**config.mk**
```make
export PLATFORM = sky130hd
export DESIGN_NAME = integer_seq_alu
export DESIGN_NICKNAME = d
export VERILOG_FILES = /design/src/rtl/integer_seq_alu.sv
export SDC_FILE = /design/constraint.sdc
export NUM_CORES = 1
export LEC_CHECK = 0
export BUFFER_PORTS_ARGS = -buffer_cell sky130_fd_sc_hd__buf_2
export CAP_MARGIN = 10
export CELL_PAD_IN_SITES_DETAIL_PLACEMENT = 0
export CELL_PAD_IN_SITES_GLOBAL_PLACEMENT = 1
export CORE_MARGIN = 2
export CORE_UTILIZATION = 45
export CTS_CLUSTER_DIAMETER = 120
export DETAILED_ROUTE_END_ITERATION = 12
export GPL_TIMING_DRIVEN = 0
export PLACE_DENSITY_LB_ADDON = 0.1
export SYNTH_ARGS = -nofsm -noshare
export SYNTH_HDL_FRONTEND = slang
export SYNTH_SLANG_ARGS = --single-unit
```
**constraint.sdc**
```tcl
create_clock -name clk -period 4.85 [get_ports clk]
set_clock_uncertainty 0.2 [all_clocks]
set_input_delay 0.485 -clock clk [delete_from_list [all_inputs] [get_ports clk]]
set_output_delay 0.485 -clock clk [all_outputs]
set_load 0.03 [all_outputs]
```
**src/rtl/integer_seq_alu.sv**
```systemverilog
// Clocked, handshaked integer ALU with registered result, carry and zero flags.
// Shifts run iteratively, moving up to SHIFT_STEP bit positions per cycle.

package integer_seq_alu_pkg;
  localparam int unsigned ALU_OP_W = 6;

  localparam logic [ALU_OP_W-1:0] ALU_OP_PLUS            = 6'h00;
  localparam logic [ALU_OP_W-1:0] ALU_OP_SUB             = 6'h01;
  localparam logic [ALU_OP_W-1:0] ALU_OP_SHIFT_LEFT      = 6'h02;
  localparam logic [ALU_OP_W-1:0] ALU_OP_SHIFT_RIGHT     = 6'h03;
  localparam logic [ALU_OP_W-1:0] ALU_OP_SHIFT_RIGHT_A   = 6'h04;
  localparam logic [ALU_OP_W-1:0] ALU_OP_SET_LESS_THAN   = 6'h05;
  localparam logic [ALU_OP_W-1:0] ALU_OP_SET_LESS_THAN_U = 6'h06;
  localparam logic [ALU_OP_W-1:0] ALU_OP_AND             = 6'h07;
  localparam logic [ALU_OP_W-1:0] ALU_OP_OR              = 6'h08;
  localparam logic [ALU_OP_W-1:0] ALU_OP_XOR             = 6'h09;
endpackage

module integer_seq_alu
  import integer_seq_alu_pkg::*;
#(
  parameter int unsigned DATA_WIDTH = 32,
  parameter int unsigned SHIFT_STEP = 4
) (
  input  logic                  clk,
  input  logic                  reset,
  input  logic                  in_valid,
  output logic                  in_ready,
  input  logic [ALU_OP_W-1:0]   alu_op,
  input  logic [DATA_WIDTH-1:0] A,
  input  logic [DATA_WIDTH-1:0] B,
  output logic                  out_valid,
  input  logic                  out_ready,
  output logic [DATA_WIDTH-1:0] out,
  output logic                  carry,
  output logic                  zero
);

  localparam int unsigned SHAMT_W = $clog2(DATA_WIDTH);
  // One extra bit so SHIFT_STEP == DATA_WIDTH is representable in step arithmetic.
  localparam int unsigned CNT_W   = SHAMT_W + 1;

  typedef enum logic [1:0] {
    IDLE  = 2'd0,
    SHIFT = 2'd1,
    RESP  = 2'd2
  } state_t;

  state_t               state;
  logic [DATA_WIDTH-1:0] work;
  logic [SHAMT_W-1:0]    remaining;
  logic                  sh_left;
  logic                  sh_arith;

  logic [SHAMT_W-1:0]    shamt;
  logic [DATA_WIDTH:0]   sum;
  logic [DATA_WIDTH:0]   diff;
  logic [DATA_WIDTH-1:0] op_out;
  logic                  op_carry;
  logic                  is_shift;

  logic [CNT_W-1:0]      step_amt;
  logic [CNT_W-1:0]      rem_next;
  logic [DATA_WIDTH:0]   left_ext;
  logic [DATA_WIDTH:0]   right_ext;
  logic [DATA_WIDTH-1:0] shift_res;
  logic                  shift_c;

  assign shamt = B[SHAMT_W-1:0];

  // Single-cycle result for every opcode; shifts only supply the shamt==0 case here.
  always_comb begin
    sum      = {1'b0, A} + {1'b0, B};
    diff     = {1'b0, A} - {1'b0, B};
    op_out   = '0;
    op_carry = 1'b0;
    is_shift = 1'b0;
    case (alu_op)
      ALU_OP_PLUS: begin
        op_out   = sum[DATA_WIDTH-1:0];
        op_carry = sum[DATA_WIDTH];
      end
      ALU_OP_SUB: begin
        op_out   = diff[DATA_WIDTH-1:0];
        op_carry = diff[DATA_WIDTH];
      end
      ALU_OP_SHIFT_LEFT, ALU_OP_SHIFT_RIGHT, ALU_OP_SHIFT_RIGHT_A: begin
        is_shift = 1'b1;
        op_out   = A;
      end
      ALU_OP_SET_LESS_THAN:   op_out = DATA_WIDTH'($signed(A) < $signed(B));
      ALU_OP_SET_LESS_THAN_U: op_out = DATA_WIDTH'(A < B);
      ALU_OP_AND:             op_out = A & B;
      ALU_OP_OR:              op_out = A | B;
      ALU_OP_XOR:             op_out = A ^ B;
      default: ;
    endcase
  end

  // One iterative shift step; the extension bit catches the last bit shifted out.
  always_comb begin
    step_amt = ({1'b0, remaining} > CNT_W'(SHIFT_STEP)) ? CNT_W'(SHIFT_STEP)
                                                        : {1'b0, remaining};
    rem_next = {1'b0, remaining} - step_amt;
    left_ext = {1'b0, work} << step_amt;
    if (sh_arith) begin
      right_ext = $signed({work, 1'b0}) >>> step_amt;
    end else begin
      right_ext = {work, 1'b0} >> step_amt;
    end
    shift_res = sh_left ? left_ext[DATA_WIDTH-1:0] : right_ext[DATA_WIDTH:1];
    shift_c   = sh_left ? left_ext[DATA_WIDTH] : right_ext[0];
  end

  always_ff @(posedge clk or posedge reset) begin
    if (reset) begin
      state     <= IDLE;
      in_ready  <= 1'b0;
      out_valid <= 1'b0;
      out       <= '0;
      carry     <= 1'b0;
      zero      <= 1'b1;
      work      <= '0;
      remaining <= '0;
      sh_left   <= 1'b0;
      sh_arith  <= 1'b0;
    end else begin
      case (state)
        IDLE: begin
          in_ready <= 1'b1;
          if (in_valid && in_ready) begin
            in_ready <= 1'b0;
            if (is_shift && (shamt != '0)) begin
              work      <= A;
              remaining <= shamt;
              sh_left   <= (alu_op == ALU_OP_SHIFT_LEFT);
              sh_arith  <= (alu_op == ALU_OP_SHIFT_RIGHT_A);
              state     <= SHIFT;
            end else begin
              out       <= op_out;
              carry     <= op_carry;
              zero      <= (op_out == '0);
              out_valid <= 1'b1;
              state     <= RESP;
            end
          end
        end
        SHIFT: begin
          work      <= shift_res;
          remaining <= SHAMT_W'(rem_next);
          if (rem_next == '0) begin
            out       <= shift_res;
            carry     <= shift_c;
            zero      <= (shift_res == '0);
            out_valid <= 1'b1;
            state     <= RESP;
          end
        end
        RESP: begin
          if (out_ready) begin
            out_valid <= 1'b0;
            in_ready  <= 1'b1;
            state     <= IDLE;
          end
        end
        default: state <= IDLE;
      endcase
    end
  end

endmodule

```
==> out/qor.yml <==
outcome:
  status: "completed"
global_routing:
  grt_use_total_pct: 39.39
  grt_pass1_vias: 13580
  grt_pass1_wl_um: 83790
  grt-ovfl-total: 0
  grt_max_degree: 69
  antenna_found_initial: 1
logic_synthesis:
  syn_inst: 1639
  synth_top_area_share_pct: 16.09
  netlist_top_cells_area: "dfrtp_1 (16%), ha_1 (12%), nand2_1 (6.2%), nor2_1 (5.7%), a21oi_1 (5.2%)"
  ys_ff_latch: 77
  synth_area_per_cell_um2: 7.213
  synth-main-ff-cell: "dfrtp_1"
  syn-cell-area_um2: 11820
  yosysTopAreaCell: "dfrtp_1"
  postSynth.asyncResetShare_pct: 100.0
  yosysSeqAreaShare_pct: 16.31
  syn-num-nets: 1829
  synth-edff-count: 0
  synth.distinct_cells: 92
  yosysWarnings: 0
floorplanning:
  io_pins: 110
  rows: 59
  dieArea_um2: 27580
  die_h_um: 166.1
  coreArea_um2: 25910
  start_util_pct: 45.62
  die_w_um: 166.1
job:
  max_cap_violations: 0
setup_path:
  crit_path_end_kind: "flip-flop"
  cp_data_arrival_time_ps: 4810
  start_kind: "primary input"
  crit_type: "primary input to flip-flop"
  crit_required_ps: 4910
  cp_max_fo: 10
layout:
  nFillCells: 2670
  drive_gt1_share_pct: 12.20
  area_growth_pct: 11.35
  diodes: 0
  finalNonFillerCells: 2098
  layout_commonest_cell: "nand2_1"
  nets: 1948
  final_cell_mix: "nand2_1 (195), nor2_1 (178), buf_2 (125)"
detailed_routing:
  wl_per_cell_um: 26.82
  post-route-drc-count: 0
  dr_wl_met2_um: 25340
  drt-total-wl_um: 56280
  dr_total_vias: 14320
  first_pass_iters: 8
  highest_layer: "met5"
  drt-met1-wl_um: 22170
  viasPerCell: 6.824
  drt_iter0_markers: 1956
  ant_nets: 0
  met3_length_um: 4903
clock_network:
  insertion_delay_ps: 340
  numCtsBuffers: 9
  clockBufferDepth: 2
  root_buffer: "clkbuf_16"
  clkTransAtPathRegs_ps: 70
  cts_tree: "done"
  htree_levels: 3
  cts_num_sinks: 77
placement:
  port_buffers: 109
  gp_congestion: 0.9833
  dpl.hpwl_um: 43490
  place_inst: 2084
worst_hold_path:
  min_path_type: "primary input to flip-flop"
timing:
  post-route-period-util_pct: 97.94
  fin_crit_ps: 4750
  slew_headroom_pct: 9.238
  max_freq_mhz: 210.5
  tightest_slew_ps: 1356
  report.final.slew_viol_count: 0
  rsz0062_at_grt: "false"
  whs_ps: 260.5
  tns_ps: 0
  setup_viol: 0
  hold_viol: 0
power:
  finalPower_mw: 6.158
  power.density_nw_per_um2: 467.8
  p_leak_nw: 5.880
  vdd.ir_drop.worst_v: 0.0004560
-- synthesized netlist by cell type (17+ instances only) --
library cell and count:
nor2_1 178, and3_1 21, nand4_1 18, mux4_2 25, nand2b_1 17, nand3_1 32
mux2i_1 33, clkbuf_1 91, a31oi_1 27, inv_1 105, ha_1 114, a221oi_1 19
a21o_1 19, nor3_1 39, dfrtp_1 76, nand2_1 195, nor2b_1 20, o21ai_0 113
o31ai_1 40, a211oi_1 43, a21oi_1 123
-- report_power, final --
part / internal (mW) / switching [mW] / leakage, nW / total [mW]
Clock: 0.403 / 0.296 / 0.136 / 0.698
Combinational: 1.41 / 2.78 / 4.77 / 4.19
Sequential: 0.914 / 0.352 / 0.975 / 1.27
-- layout make-up --
cell class	instances	area (µm²)	share of cell area (%)
Multi-Input combinational cell	1328	9017	68.51
Inverter	106	400.4	3.042
Sequential cell	77	1928	14.65
Clock inverter	6	70.07	0.5323
Timing Repair Buffer	111	583.1	4.430
Tap cell	335	419.2	3.184
Clock buffer	10	229.0	1.740
Buffer	125	515.5	3.916
-- cells by family (layout without fill, tap and decap cells) --
| logic type | count (synthesis) | in the layout | synth area share (%) |
|---|---|---|---|
| AOI/OAI and AO/OA | 562 | 562 | 32.76 |
| xor gates and xnor gates | 2 | 2 | 0.1482 |
| adders and majority gates | 116 | 116 | 12.40 |
| buffers and inverters | 234 | 358 | 7.737 |
| DFF | 77 | 77 | 16.31 |
| muxes | 62 | 62 | 7.938 |
| other | 1 | 1 | 0.03172 |
| and+or+nand+nor | 585 | 585 | 22.67 |
-- path summary, 6_finish.rpt --
path                            cells after the start  slack [ps]          from       end
min in group asynchronous                           3         400         reset  work[23]
worst max-delay path                               13         100     alu_op[2]   out[27]
max in group asynchronous                           4        3430         reset  in_ready
worst min-delay path                                4         260     out_ready  state[1]
worst min register to register                      1         280       out[14]   out[14]
worst max register to register                     10         130  remaining[0]      zero
-- sequential cells by signal, summed over array words and instances, names as in the netlist --
| signal | flops |
|---|---|
| carry | 1 |
| sh_left | 1 |
| in_ready | 1 |
| zero | 1 |
| remaining | 5 |
| out_valid | 1 |
| work | 32 |
| out | 32 |
| sh_arith | 1 |
| state | 2 |
-- what timing repair did --
item,CTS,global route
setup buffers,0,0
gates resized for setup,5,7
hold buffers,1,0
endpoints found under the hold margin,9,0
endpoints found under the setup margin,24,1
-- metrics by stage --
step	instance area (µm²)	utilization [%]	setup WS, ps
5_1_grt	13160	50.80	13.50
3_5_place_dp	12820	49.48	-696.6
6_report	13160	50.80	100.0
3_3_place_gp	12790	49.35	-746.2
4_1_cts	13130	50.68	95.60
2_1_floorplan	11820	-	674.6
-- layer usage --
layer  up-vias  track usage [%]
li1       6262                -
met1      6841            50.16
met2       963            63.99
met3       249            5.481
met4         2            22.91
met5         -                0
-- worst max-delay path: stages --
cell	delay, ps
buf_2	170
or3b_2	460
a21oi_1	540
clkbuf_1	780
clkbuf_1	680
buf_2	490
a22oi_1	150
o211ai_1	190
nor2_1	70
o21a_1	120
a21oi_1	320
a21boi_0	150
o21ai_0	190
(Power assumes the default switching activity.)
